<file path="config.mk">
export PLATFORM = sky130hd
export DESIGN_NAME = mac_layer_scheduler
export DESIGN_NICKNAME = d
export VERILOG_FILES = /design/src/rtl/mac_sched_pkg.sv /design/src/rtl/mac_beat_counter.sv /design/src/rtl/mac_layer_scheduler.sv
export SDC_FILE = /design/constraint.sdc
export NUM_CORES = 1
export LEC_CHECK = 0
export BUFFER_PORTS_ARGS = -buffer_cell sky130_fd_sc_hd__buf_4
export CORE_MARGIN = 4
export CORE_UTILIZATION = 50
export CTS_CLUSTER_SIZE = 10
export DETAILED_ROUTE_END_ITERATION = 10
export PLACE_DENSITY_LB_ADDON = 0.2
export SYNTH_ARGS = -nofsm -noshare
export SYNTH_HDL_FRONTEND = slang
export SYNTH_SLANG_ARGS = --single-unit
export TNS_END_PERCENT = 20
</file>
<file path="constraint.sdc">
create_clock -name clk -period 5.1 [get_ports clk]
set_input_delay 0 -clock clk [delete_from_list [all_inputs] [get_ports clk]]
set_output_delay 0 -clock clk [all_outputs]
set_load 0.02 [all_outputs]
</file>
<file path="src/rtl/mac_sched_pkg.sv">
// Shared types for the MAC layer scheduler: FSM states, the latched job command
// and index-width helpers.
package mac_sched_pkg;

  typedef enum logic [2:0] {
    IDLE,
    LOAD,
    CLR,
    COMPUTE,
    DRAIN,
    DONE
  } sched_state_t;

  localparam int CMD_VEC_W = 16;

  typedef struct packed {
    logic                 load_w;
    logic [CMD_VEC_W-1:0] num_vectors;
  } sched_cmd_t;

  // A one-entry range still needs a 1-bit index.
  function automatic int idx_w(input int n);
    return (n <= 1) ? 1 : $clog2(n);
  endfunction

endpackage

</file>
<file path="src/rtl/mac_beat_counter.sv">
// Beat counter for one stream window: flags the terminal beat (count reached or
// early tlast) and reports both tlast framing faults.
module mac_beat_counter #(
  parameter int CNT_W = 6
) (
  input  logic             clk,
  input  logic             rst,
  input  logic             clr_i,
  input  logic             en_i,
  input  logic [CNT_W-1:0] term_val_i,
  input  logic             last_i,
  output logic             term_o,
  output logic             early_last_o,
  output logic             missing_last_o
);

  logic [CNT_W-1:0] cnt_q, cnt_d;
  logic             atTerm;

  assign atTerm         = (cnt_q == term_val_i);
  assign term_o         = en_i & (atTerm | last_i);
  assign early_last_o   = en_i & last_i & ~atTerm;
  assign missing_last_o = en_i & atTerm & ~last_i;

  always_comb begin
    cnt_d = cnt_q;
    if (clr_i || term_o) begin
      cnt_d = '0;
    end else if (en_i) begin
      cnt_d = cnt_q + 1'b1;
    end
  end

  always_ff @(posedge clk or negedge rst) begin
    if (!rst) begin
      cnt_q <= '0;
    end else begin
      cnt_q <= cnt_d;
    end
  end

endmodule

</file>
<file path="src/rtl/mac_layer_scheduler.sv">
// Job sequencer for the MAC datapath: optional weight load, then clear/compute/drain
// per input vector. Define MAC_SCHED_PERF_EN to add the perf_stall_cycles counter.
module mac_layer_scheduler
  import mac_sched_pkg::*;
#(
  parameter int HIDDEN_UNITS = 64,
  parameter int INPUT_DIM    = 64,
  parameter int VEC_CNT_W    = 16
) (
  input  logic                    clk,
  input  logic                    rst,
  input  logic                    cmd_valid,
  output logic                    cmd_ready,
  input  logic                    cmd_load_w,
  input  logic [VEC_CNT_W-1:0]    cmd_num_vectors,
  input  logic                    in_beat,
  input  logic                    in_last,
  input  logic                    out_beat,
  input  logic                    out_last,
  output logic                    in_allow,
  output logic                    load_w,
  output logic [HIDDEN_UNITS-1:0] load_vector,
  output logic                    clear,
  output logic                    busy,
  output logic                    done,
  output logic                    err
`ifdef MAC_SCHED_PERF_EN
  ,
  output logic [31:0]             perf_stall_cycles
`endif
);

  localparam int BEAT_W = idx_w(INPUT_DIM);
  localparam int UNIT_W = idx_w(HIDDEN_UNITS);
  localparam int CW     = CMD_VEC_W + 1;
  localparam logic [UNIT_W-1:0]       UNIT_LAST = UNIT_W'(HIDDEN_UNITS - 1);
  localparam logic [HIDDEN_UNITS-1:0] UNIT0     = HIDDEN_UNITS'(1);

  sched_state_t         state_q, state_d;
  sched_cmd_t           cmd_q, cmd_d;
  logic [UNIT_W-1:0]    unit_q, unit_d;
  logic [VEC_CNT_W-1:0] vec_q, vec_d;
  logic                 err_q, err_d;

  logic inWindow, inEn, inTerm, inEarly, inMissing;
  logic outEn, outTerm, outEarly, outMissing, drainEnd;
  logic [CW-1:0] vecNext;

  assign inWindow = (state_q == LOAD) || (state_q == COMPUTE);
  assign inEn     = in_beat & inWindow;
  assign outEn    = out_beat & (state_q == DRAIN);
  assign vecNext  = {1'b0, CMD_VEC_W'(vec_q)} + CW'(1);

  mac_beat_counter #(.CNT_W(BEAT_W)) u_in_cnt (
    .clk           (clk),
    .rst           (rst),
    .clr_i         (~inWindow),
    .en_i          (inEn),
    .term_val_i    (BEAT_W'(INPUT_DIM - 1)),
    .last_i        (in_last),
    .term_o        (inTerm),
    .early_last_o  (inEarly),
    .missing_last_o(inMissing)
  );

  mac_beat_counter #(.CNT_W(UNIT_W)) u_out_cnt (
    .clk           (clk),
    .rst           (rst),
    .clr_i         (state_q != DRAIN),
    .en_i          (outEn),
    .term_val_i    (UNIT_LAST),
    .last_i        (out_last),
    .term_o        (outTerm),
    .early_last_o  (outEarly),
    .missing_last_o(outMissing)
  );

  // Output tlast timing is not a framing fault; both flavours simply end the drain.
  assign drainEnd = outTerm | outEarly | outMissing;

  always_comb begin
    state_d = state_q;
    cmd_d   = cmd_q;
    unit_d  = unit_q;
    vec_d   = vec_q;
    err_d   = err_q;
    case (state_q)
      IDLE: begin
        if (cmd_valid) begin
          cmd_d.load_w      = cmd_load_w;
          cmd_d.num_vectors = CMD_VEC_W'(cmd_num_vectors);
          err_d             = 1'b0;
          unit_d            = '0;
          vec_d             = '0;
          if (cmd_load_w) begin
            state_d = LOAD;
          end else if (cmd_num_vectors != '0) begin
            state_d = CLR;
          end else begin
            state_d = DONE;
          end
        end
      end
      LOAD: begin
        if (inTerm) begin
          if (unit_q == UNIT_LAST) begin
            unit_d  = '0;
            state_d = (cmd_q.num_vectors != '0) ? CLR : DONE;
          end else begin
            unit_d = unit_q + 1'b1;
          end
        end
      end
      CLR:     state_d = COMPUTE;
      COMPUTE: if (inTerm) state_d = DRAIN;
      DRAIN: begin
        if (drainEnd) begin
          vec_d   = vec_q + 1'b1;
          state_d = (vecNext < {1'b0, cmd_q.num_vectors}) ? CLR : DONE;
        end
      end
      DONE:    state_d = IDLE;
      default: state_d = IDLE;
    endcase
    if (inEarly || inMissing) begin
      err_d = 1'b1;
    end
  end

  always_ff @(posedge clk or negedge rst) begin
    if (!rst) begin
      state_q <= IDLE;
      cmd_q   <= '0;
      unit_q  <= '0;
      vec_q   <= '0;
      err_q   <= 1'b0;
    end else begin
      state_q <= state_d;
      cmd_q   <= cmd_d;
      unit_q  <= unit_d;
      vec_q   <= vec_d;
      err_q   <= err_d;
    end
  end

  always_comb begin
    cmd_ready   = 1'b0;
    in_allow    = 1'b0;
    load_w      = 1'b0;
    load_vector = '0;
    clear       = 1'b0;
    done        = 1'b0;
    busy        = (state_q != IDLE);
    err         = err_q;
    case (state_q)
      IDLE:    cmd_ready = 1'b1;
      LOAD: begin
        load_w      = 1'b1;
        in_allow    = 1'b1;
        load_vector = UNIT0 << unit_q;
      end
      CLR:     clear    = 1'b1;
      COMPUTE: in_allow = 1'b1;
      DONE:    done     = 1'b1;
      default: ;
    endcase
  end

`ifdef MAC_SCHED_PERF_EN
  logic [31:0] perf_q, perf_d;
  logic        stallCycle;

  assign stallCycle = (inWindow && !in_beat) || ((state_q == DRAIN) && !out_beat);

  always_comb begin
    perf_d = perf_q;
    if ((state_q == IDLE) && cmd_valid) begin
      perf_d = '0;
    end else if (stallCycle && (perf_q != 32'hFFFF_FFFF)) begin
      perf_d = perf_q + 32'd1;
    end
  end

  always_ff @(posedge clk or negedge rst) begin
    if (!rst) begin
      perf_q <= '0;
    end else begin
      perf_q <= perf_d;
    end
  end

  assign perf_stall_cycles = perf_q;
`endif

endmodule

</file>
==> results of run 1 <==
tightest hold or removal path: cells and delay by family:
family | cells | cell delay, ns
buffers and inverters | 1 | 0.15
AND/OR/NAND/NOR | 1 | 0.08
AO/OA/AOI/OAI | 1 | 0.06
registers in the layout, indices dropped and copies added, names as in the netlist:
name	count
u_in_cnt.cnt_q	6
unit_q	6
cmd_q	16
u_out_cnt.cnt_q	6
vec_q	16
state_q	3
err	1
worst max-delay path by stage:
stage                      end  cells after the start  startpoint  slack, ns
floorplan           state_q[2]                     10    vec_q[0]       2.60
global placement    state_q[2]                     10    vec_q[0]       2.41
detailed placement  state_q[2]                     10    vec_q[0]       2.32
CTS                 state_q[2]                     10    vec_q[0]       2.30
global route        state_q[1]                     10    vec_q[0]       2.04
finish              state_q[2]                     10    vec_q[0]       2.29
layout make-up:
class	count	area (µm²)	area share [%]
repair buffers	113	893	18.7
well taps	99	124	2.59
multi-input cells	372	2210	46.1
inverters	31	116	2.43
clock inverters	3	26.3	0.549
clock buffers	5	68.8	1.44
flip-flops and latches	54	1350	28.2
layer usage:
layer	up-vias	part of all wire [%]
met1	1771	44
li1	1850	-
met2	139	46
met5	-	0
met3	14	8.1
met4	0	1.4
cell usage after synthesis (2+ instances only):
library cell and n:
xor2_1 11, nand4_1 10, nor3b_1 2, nand3_1 22, a32o_1 2, ha_1 24, xnor2_1 10, buf_2 4
a211o_1 3, nor3_1 7, o211ai_1 4, a21oi_1 13, a221o_1 2, o2111a_1 2, a31oi_1 2, nor4_1 11
and2_1 5, buf_6 2, nor2_1 92, nor2b_1 2, o21ai_2 2, nand3b_1 3, a22oi_1 2, inv_1 31
dfrtp_1 54, a21o_1 5, mux2i_1 2, o21ai_1 3, or3_1 4, and3_1 6, or4_1 2, clkbuf_1 15
nand2b_1 7, o31ai_1 2, nand2_1 52, o21ai_0 38
power by group through the flow:
| stage | Combinational, mW | Sequential [mW] | Clock, mW |
|---|---|---|---|
| CTS | 0.725 | 0.649 | 0.256 |
| floorplan | 0.524 | 0.616 | 0 |
| global route | 0.811 | 0.670 | 0.275 |
| global placement | 0.691 | 0.653 | 0 |
| finish | 0.726 | 0.651 | 0.250 |
| detailed placement | 0.710 | 0.657 | 0 |
logic make-up after synthesis:
logic type      Yosys count  synth area share, %
flops                    54                 35.7
fa+ha+maj                24                 7.94
xor+xnor                 21                 4.86
buf+inv                  53                 5.89
mux                       3                0.827
compound gates           92                 15.8
simple gates            232                 29.0
timing repair:
action | in CTS | in global routing
gates resized for setup | 0 | 0
hold buffers | 18 | 0
hold endpoints to repair | 72 | 0
metrics by stage:
stage                     setup WS (ns)  util, %  area, µm²
after floorplan                    2.60        -       3780
after global placement             2.41     61.9       4510
after detailed placement           2.32     61.9       4510
after CTS                          2.30     65.6       4790
after global routing               2.04     65.6       4790
final                              2.29     65.6       4790
==> run summary, run 1 <==
Family with the most delay on the worst path - simple AND/OR/NAND/NOR gates
Initial Utilization - 51.9%
Final min period - 2.81 ns
Gr ovfl total - 0
# fillers - 614
Worst Path Arrival - 3.01 ns
Overall global routing resource usage - 22.5%
Met3 usage in global routing - 4.70%
CP Buf/Inv Count - 0
Internal power - 0.909 mW
Setup CP Type - register to register
CP max FO - 8
Clock tree buffer depth - 2
Die height - 95.0 µm
Antenna violations before repair - 0
Placer Congestion - 0.869
Slowest stage delay, CP - 0.59 ns
RSZ-0062 raised after global routing - false
Most Crowded Layer GR - met2
CTS tree - done
Setup-failing EPs final - 0
Clock power share - 15.4%
Reg clk slew, reported paths - 0.11 ns
Pins Over Slew Limit - 0
Reg-to-reg setup timing slack - 2.29 ns
Synth Instances - 479
Most frequent cells in the layout - 95 x buf_4, 92 x nor2_1, 54 x dfrtp_1
Boundary Pins - 95
Hold depth - 3
GR met1 Demand/Resource - 29.5%
Largest area contributor in the netlist - dfrtp_1
1st-pass router iterations - 5
TritonCTS Sinks - 54
Setup Buffers After CTS - 0
RR Startpoint - vec_q[0]
Net Sw Frac - 44.1%
Syn_area_per_cell - 7.89 µm²
Vias - 3774
Skew-Pair Late Insertion Delay - 0.32 ns
Placed insts - 651
CTS Buf Count - 5
Final Hold Vio Count - 0
Sequential power share - 40.0%
Fraction of layout cells with a size suffix above 1 - 19.7%
Hold Crit Class - input pin to register
Vias in the first global route - 3469
Outcome - finished, final reports clean
DR iter-0 viols - 216
# port buffers - 94
Post-synthesis cell area - 3780 µm²
Post-synth cell types - 57
Hold_sp - out_beat
Die area - 9020 µm²
R2r endpoint - state_q[2]
Final setup TNS - 0 ns
Area growth, synth to finish - 26.6%
Detailed placer's ending HPWL - 7.68 mm
Clock Skew - 0.0108 ns
Final WL - 10.1 mm
Combinational Power Share - 44.6%
MaxCap Viol Count - 0
First-pass GRT wire length - 16.2 mm
GR Util met2 - 37.8%
Power Dens Cells - 340 nW/µm²
Worst Hold Path EP - u_out_cnt.cnt_q[1]
Slowest cell on crit path - nor4_1
Rows - 31
Synth top area cells - dfrtp_1 36%, nor2_1 9.1%, ha_1 7.9%
Relative slew margins - 37.1%
Critical path capture point type - register
Worst reg2reg path depth - 10
F_max - 0.355 GHz
Leak - 2.24 nW
EDFF count, synth - 0
Net switching power - 0.717 mW
Largest net degree at the start of global routing - 55
Clk root buf - clkbuf_8
CP Cell Sequence - ha_1, nand3_1, nor4_1, xor2_1, ha_1, a21o_1, a21oi_1, o211ai_1, a22oi_1, o211ai_1
Post-synth net total - 527
Antenna diode count - 0
Ys async rst share - 100%
Commonest non-fill, non-tap cell in the layout - buf_4
Vias per cell - 5.57
WP data required - 5.30 ns
Synth Register Bits - 54
Core Area - 7290 µm²
CTS H-tree depth - 2
Sequential fraction of the synthesis area - 35.7%
YS warnings - 0
Fin nets - 625
WL/cell - 14.9 µm
Crit path launch type - register
WHS - 0.0122 ns
DRC Markers - 0
Fin cells - 677
Fin crit share - 55.2%
Worst slew pin tran - 0.940 ns
Maximum vdd drop - 0.139 mV
Top_reg_cell synth - dfrtp_1
Routed Antenna Nets - 0
Pwr Total - 1.63 mW
Die width - 95.0 µm
Top cell type's share of synthesized area - 35.7%
No activity file was read; power rests on OpenSTA's default activity.
==> run 2: changes to the inputs <==
--- a/config.mk
+++ b/config.mk
@@ -7,7 +7,7 @@
 export LEC_CHECK = 0
 export BUFFER_PORTS_ARGS = -buffer_cell sky130_fd_sc_hd__buf_4
 export CORE_MARGIN = 4
-export CORE_UTILIZATION = 50
+export CORE_UTILIZATION = 49
 export CTS_CLUSTER_SIZE = 10
 export DETAILED_ROUTE_END_ITERATION = 10
 export PLACE_DENSITY_LB_ADDON = 0.2
==> constraint.sdc (replaced) <==
create_clock -name clk -period 2.29 [get_ports clk]
set_input_delay 0 -clock clk [delete_from_list [all_inputs] [get_ports clk]]
set_output_delay 0 -clock clk [all_outputs]
set_load 0.02 [all_outputs]
==> run 2 against run 1 <==
- the run now ends with setup timing left
- final cell count up 6.2%
- clock power up 130%
- sequential share of layout area down 2.2 points
- clock skew down 0.0053 ns
- hold slack worse by 0.0058 ns
- non-clock buffer count up 41
- sequential cell count unchanged
- sequential power up 120%
- critical path type unchanged
==> run summary, run 2 (synthesis gave the netlist of run 1 again) <==
Clock tree buffer depth - 2 (unchanged)
Worst Hold Path EP - u_out_cnt.cnt_q[1] (unchanged)
Final Util - 70.5% (was 65.6%)
Die width - 95.8 µm (was 95.0 µm)
Antenna violations before repair - 0 (unchanged)
Worst slew pin tran - 0.708 ns (was 0.940 ns)
Overall global routing resource usage - 25.7% (was 22.5%)
Fin cells - 719 (was 677)
Reg-to-reg setup timing slack - -0.21 ns (was 2.29 ns)
Fraction of layout cells with a size suffix above 1 - 27.6% (was 19.7%)
Fin crit share - 109% (was 55.2%)
Vias - 3971 (was 3774)
Final setup TNS - -0.582 ns (was 0 ns)
Core Area - 7370 µm² (was 7290 µm²)
Detailed placer's ending HPWL - 8.17 mm (was 7.68 mm)
Relative slew margins - 52.8% (was 37.1%)
Vias in the first global route - 3888 (was 3469)
Internal power - 2.16 mW (was 0.909 mW)
Maximum vdd drop - 0.445 mV (was 0.139 mV)
Dpl ws - -0.213 ns (was 2.32 ns)
Final Hold Vio Count - 0 (unchanged)
Hold Crit Class - input pin to register (unchanged)
WL/cell - 15.9 µm (was 14.9 µm)
Initial Utilization - 51.3% (was 51.9%)
Pwr Total - 3.85 mW (was 1.63 mW)
Worst Path Arrival - 2.72 ns (was 3.01 ns)
Setup CP Type - register to register (unchanged)
DR iter-0 viols - 191 (was 216)
Clock power share - 15.0% (was 15.4%)
Power Dens Cells - 741 nW/µm² (was 340 nW/µm²)
CTS H-tree depth - 2 (unchanged)
Rows - 31 (unchanged)
Commonest non-fill, non-tap cell in the layout - buf_4 (unchanged)
RR Startpoint - vec_q[0] (unchanged)
Outcome - finished, violations left (was finished, final reports clean)
Net switching power - 1.69 mW (was 0.717 mW)
CP startpoint - vec_q[0] (unchanged)
Reg clk slew, reported paths - 0.10 ns (was 0.11 ns)
Most frequent cells in the layout - 136 x buf_4, 88 x nor2_1, 54 x dfrtp_1 (was 95 x buf_4, 92 x nor2_1, 54 x dfrtp_1)
F_max - 0.401 GHz (was 0.355 GHz)
Multi-input gate area - 2300 µm² (was 2210 µm²)
Skew-Pair Late Insertion Delay - 0.32 ns (about the same)
WHS - 0.00645 ns (was 0.0122 ns)
Placed insts - 688 (was 651)
WP data required - 2.52 ns (was 5.30 ns)
Fin nets - 666 (was 625)
CP max FO - 6 (was 8)
CTS tree - done (unchanged)
Boundary Pins - 95 (unchanged)
Die height - 95.8 µm (was 95.0 µm)
Routed Antenna Nets - 0 (unchanged)
Combinational Power Share - 48.5% (was 44.6%)
Violated checks - setup timing
Biggest regs - cmd_q: 16 flops, vec_q: 16 flops (unchanged)
Vias per cell - 5.52 (was 5.57)
First-pass GRT wire length - 18.5 mm (was 16.2 mm)
Placed instance area - 4830 µm² (was 4510 µm²)
FF/Latch Area - 1350 µm² (unchanged)
Area growth, synth to finish - 37.4% (was 26.6%)
Final WL - 11.5 mm (was 10.1 mm)
Final Worst Setup Slack - -0.206 ns (was 2.29 ns)
Largest net degree at the start of global routing - 55 (unchanged)
R2r endpoint - state_q[0] (was state_q[2])
RSZ-0062 raised after global routing - true (was false)
Setup-failing EPs final - 3 (was 0)
Die area - 9190 µm² (was 9020 µm²)
Pins Over Slew Limit - 0 (unchanged)
Final Cell Area - 5190 µm² (was 4790 µm²)
Critical path capture point type - register (unchanged)
Gr ovfl total - 0 (unchanged)
Crit path launch type - register (unchanged)
DRC Markers - 0 (unchanged)
Placer Congestion - 0.841 (was 0.869)
# port buffers - 94 (unchanged)
CTS Buf Count - 5 (unchanged)
TritonCTS Sinks - 54 (unchanged)
Worst reg2reg path depth - 10 (unchanged)
Final min period - 2.50 ns (was 2.81 ns)
Leak - 2.45 nW (was 2.24 nW)
# fillers - 558 (was 614)
Sequential power share - 36.5% (was 40.0%)
Clk root buf - clkbuf_8 (unchanged)
Clock Skew - 0.00557 ns (was 0.0108 ns)
Hold depth - 3 (unchanged)
Net Sw Frac - 43.9% (was 44.1%)
1st-pass router iterations - 5 (unchanged)
MaxCap Viol Count - 0 (unchanged)
Hold_sp - out_beat (unchanged)
[run 2: cell types whose count changed in the layout (fill, tap and decap cells not counted), moves of 2 or more]
cell,previous run,this run
buf_4,95,136
nor4_2,0,2
nand2_1,52,50
nand2_4,0,2
nor2_1,92,88
nand3_1,22,20
clkinv_4,3,0
nor2_2,0,3
nor4_1,11,9
[run 2: critical path, stage by stage, from the launching register on]
cell and delay, ns:
dfrtp_1 0.43, ha_4 0.17, nand3_4 0.10, or3_4 0.41
xnor2_1 0.13, ha_1 0.31, nand2_1 0.06, o21a_1 0.16
o211ai_1 0.28, a22oi_2 0.15, o211ai_1 0.21
[run 2: final cells by class]
type	count	share of cell area, %
flip-flops and latches	54	26.0
clock buffers	6	1.59
well taps	99	2.38
clock inverters	2	0.241
diodes	1	0.0482
inverters	31	2.24
multi-input cells	372	44.4
repair buffers	154	23.1
[run 2: worst max path at each step]
stage	to	cells past startpoint
finish	state_q[0]	10
global placement	state_q[2]	10
CTS	state_q[1]	10
global route	state_q[0]	10
detailed placement	state_q[0]	10
floorplan	state_q[1]	10
[run 2: layer usage]
metal / wire [µm] / part of all wire [%] / global-route usage (%) / vias up
li1: - / - / - / 1927
met1: 4730 / 41 / 32.8 / 1869
met2: 5770 / 50 / 43.4 / 145
met3: 667 / 5.8 / 5.08 / 30
met4: 286 / 2.5 / 8.41 / 0
met5: 0 / 0 / 0 / -
[run 2: power groups by stage]
stage	combinational (mW)	clock [mW]	sequential (mW)
finish	1.87	0.577	1.41
global route	2.09	0.634	1.44
CTS	1.81	0.588	1.39
detailed placement	1.74	0	1.41
global placement	1.68	0	1.40
floorplan	1.17	0	1.38
[run 2: what timing repair did]
action                                  in CTS  in global routing
gates resized for setup                      6                  8
hold buffers                                18                  0
setup buffers                                4                  0
pin swaps                                    9                  0
hold endpoints to repair                    71                  0
endpoints found under the setup margin      46                 62
==> run 3: changes to the inputs <==
--- a/config.mk
+++ b/config.mk
@@ -10,7 +10,7 @@
 export CORE_UTILIZATION = 49
 export CTS_CLUSTER_SIZE = 10
 export DETAILED_ROUTE_END_ITERATION = 10
-export PLACE_DENSITY_LB_ADDON = 0.2
+export PLACE_DENSITY_LB_ADDON = 0.12
 export SYNTH_ARGS = -nofsm -noshare
 export SYNTH_HDL_FRONTEND = slang
 export SYNTH_SLANG_ARGS = --single-unit
==> run 3 against run 2 <==
- the run still ends with setup timing left
- highest routed layer unchanged
- largest power group unchanged
- die area unchanged
- clock power up 11%
- first-iteration DRC count up 16%
- setup slack better by 0.016 ns
- sequential power about the same
==> run summary, run 3 (synthesis gave the netlist of run 1 again) <==
Overall global routing resource usage - 23.5% (was 25.7%)
Power Dens Cells - 740 nW/µm² (was 741 nW/µm²)
Largest net degree at the start of global routing - 55 (unchanged)
RSZ-0062 raised after global routing - true (unchanged)
1st-pass router iterations - 5 (unchanged)
Outcome - finished, violations left (unchanged)
DR iter-0 viols - 222 (was 191)
Antenna diode count - 0 (was 1)
Setup-failing EPs final - 3 (unchanged)
Die height - 95.8 µm (unchanged)
Most frequent cells in the layout - 130 x buf_4, 89 x nor2_1, 53 x dfrtp_1 (was 136 x buf_4, 88 x nor2_1, 54 x dfrtp_1)
Area growth, synth to finish - 37.4% (about the same)
Pins Over Slew Limit - 0 (unchanged)
MaxCap Viol Count - 0 (unchanged)
CTS tree - done (unchanged)
CTS H-tree depth - 2 (unchanged)
Hold Crit Class - input pin to register (unchanged)
Vias in the first global route - 3755 (was 3888)
Fin crit share - 108% (was 109%)
Die width - 95.8 µm (unchanged)
Worst slew pin tran - 0.686 ns (was 0.708 ns)
DRC Markers - 0 (unchanged)
Final setup TNS - -0.540 ns (was -0.582 ns)
Commonest non-fill, non-tap cell in the layout - buf_4 (unchanged)
CP max FO - 4 (was 6)
Core Area - 7370 µm² (unchanged)
Clock tree buffer depth - 2 (unchanged)
Vias per cell - 5.42 (was 5.52)
Leak - 2.45 nW (about the same)
TritonCTS Sinks - 54 (unchanged)
Placer Congestion - 0.904 (was 0.841)
WL/cell - 15.1 µm (was 15.9 µm)
Final Worst Setup Slack - -0.190 ns (was -0.206 ns)
WP data required - 2.54 ns (was 2.52 ns)
Maximum vdd drop - 0.378 mV (was 0.445 mV)
Reg clk slew, reported paths - 0.10 ns (about the same)
Violated checks - setup timing (unchanged)
# port buffers - 94 (unchanged)
F_max - 0.403 GHz (was 0.401 GHz)
Antenna violations before repair - 0 (unchanged)
First-pass GRT wire length - 17.3 mm (was 18.5 mm)
Placed instance area - 4770 µm² (was 4830 µm²)
Boundary Pins - 95 (unchanged)
Critical path capture point type - register (unchanged)
Clock Skew - 0.00884 ns (was 0.00557 ns)
Final WL - 10.8 mm (was 11.5 mm)
Crit path launch type - register (unchanged)
Routed Antenna Nets - 0 (unchanged)
Relative slew margins - 54.3% (was 52.8%)
Gr ovfl total - 0 (unchanged)
WHS - 0.0247 ns (was 0.00645 ns)
Fin nets - 660 (was 666)
Final min period - 2.48 ns (was 2.50 ns)
Initial Utilization - 51.3% (unchanged)
CTS Buf Count - 5 (unchanged)
Final Cell Area - 5190 µm² (about the same)
Fraction of layout cells with a size suffix above 1 - 27.6% (about the same)
Setup CP Type - register to register (unchanged)
Clk root buf - clkbuf_8 (unchanged)
Vias - 3857 (was 3971)
Biggest regs - cmd_q: 16 flops, vec_q: 16 flops (unchanged)
Rows - 31 (unchanged)
Detailed placer's ending HPWL - 8.03 mm (was 8.17 mm)
Die area - 9190 µm² (unchanged)
Skew-Pair Late Insertion Delay - 0.31 ns (was 0.32 ns)
Final Hold Vio Count - 0 (unchanged)
Worst Path Arrival - 2.73 ns (was 2.72 ns)
==> run 3: worst max-delay path, cell delays in order, from the launching register on <==
cell     delay [ns]
dfrtp_1        0.43
nand4_1        0.26
inv_1          0.14
nand2_2        0.08
xor2_2         0.18
inv_1          0.07
ha_2           0.16
a21o_1         0.17
a21o_1         0.18
a221o_1        0.37
a211o_1        0.26
o21ai_1        0.11
==> run 3: area by class of cell <==
class	instances	area, µm²
multi-input cells	372	2340
well taps	99	124
inverters	31	116
clock inverters	3	40.0
repair buffers	148	1160
clock buffers	5	68.8
flip-flops and latches	54	1350
fillers	577	2180
==> run 3: timing repair <==
item	in CTS	in global routing
endpoints found under the setup margin	67	53
buffers inserted	5	1
cloned	0	0
hold buffers	18	0
resized for setup	8	12
pin swaps	10	5
hold endpoints to repair	71	0
==> run 3: per-stage QoR <==
step / power [mW] / instances / util, % / setup WS [ns]
finish: 3.84 / 712 / 70.5 / -0.190
global route: 4.13 / 712 / 70.5 / -0.318
global placement: 3.05 / 680 / 64.8 / -0.123
floorplan: 2.55 / 479 / - / -0.0428
detailed placement: 3.11 / 680 / 64.8 / -0.238
CTS: 3.80 / 711 / 69.7 / -0.184
==> run 3: report_power, final <==
group	total, mW	internal, mW	switching, mW
registers	1.43	1.19	0.237
clock network	0.642	0.322	0.320
logic	1.77	0.679	1.09
total	3.84	2.20	1.65
==> run 3: path summary, 6_finish.rpt <==
path                               start                 to  slack (ns)  cells past startpoint
worst max-delay path            vec_q[0]         state_q[1]       -0.19                     11
worst min-delay path             in_last  u_in_cnt.cnt_q[0]        0.02                      4
worst max register to register  vec_q[0]         state_q[1]       -0.19                     11
worst min register to register       err                err        0.55                      2
max in group asynchronous            rst           vec_q[2]        1.53                      2
min in group asynchronous            rst                err        0.25                      2
==> run 3: layer usage <==
metal	up-vias	part of all wire [%]	GRT usage, %
met4	0	1.4	6.28
met3	18	4.5	3.13
li1	1911	-	-
met2	126	51	42.6
met1	1802	43	29.3
met5	-	0	0
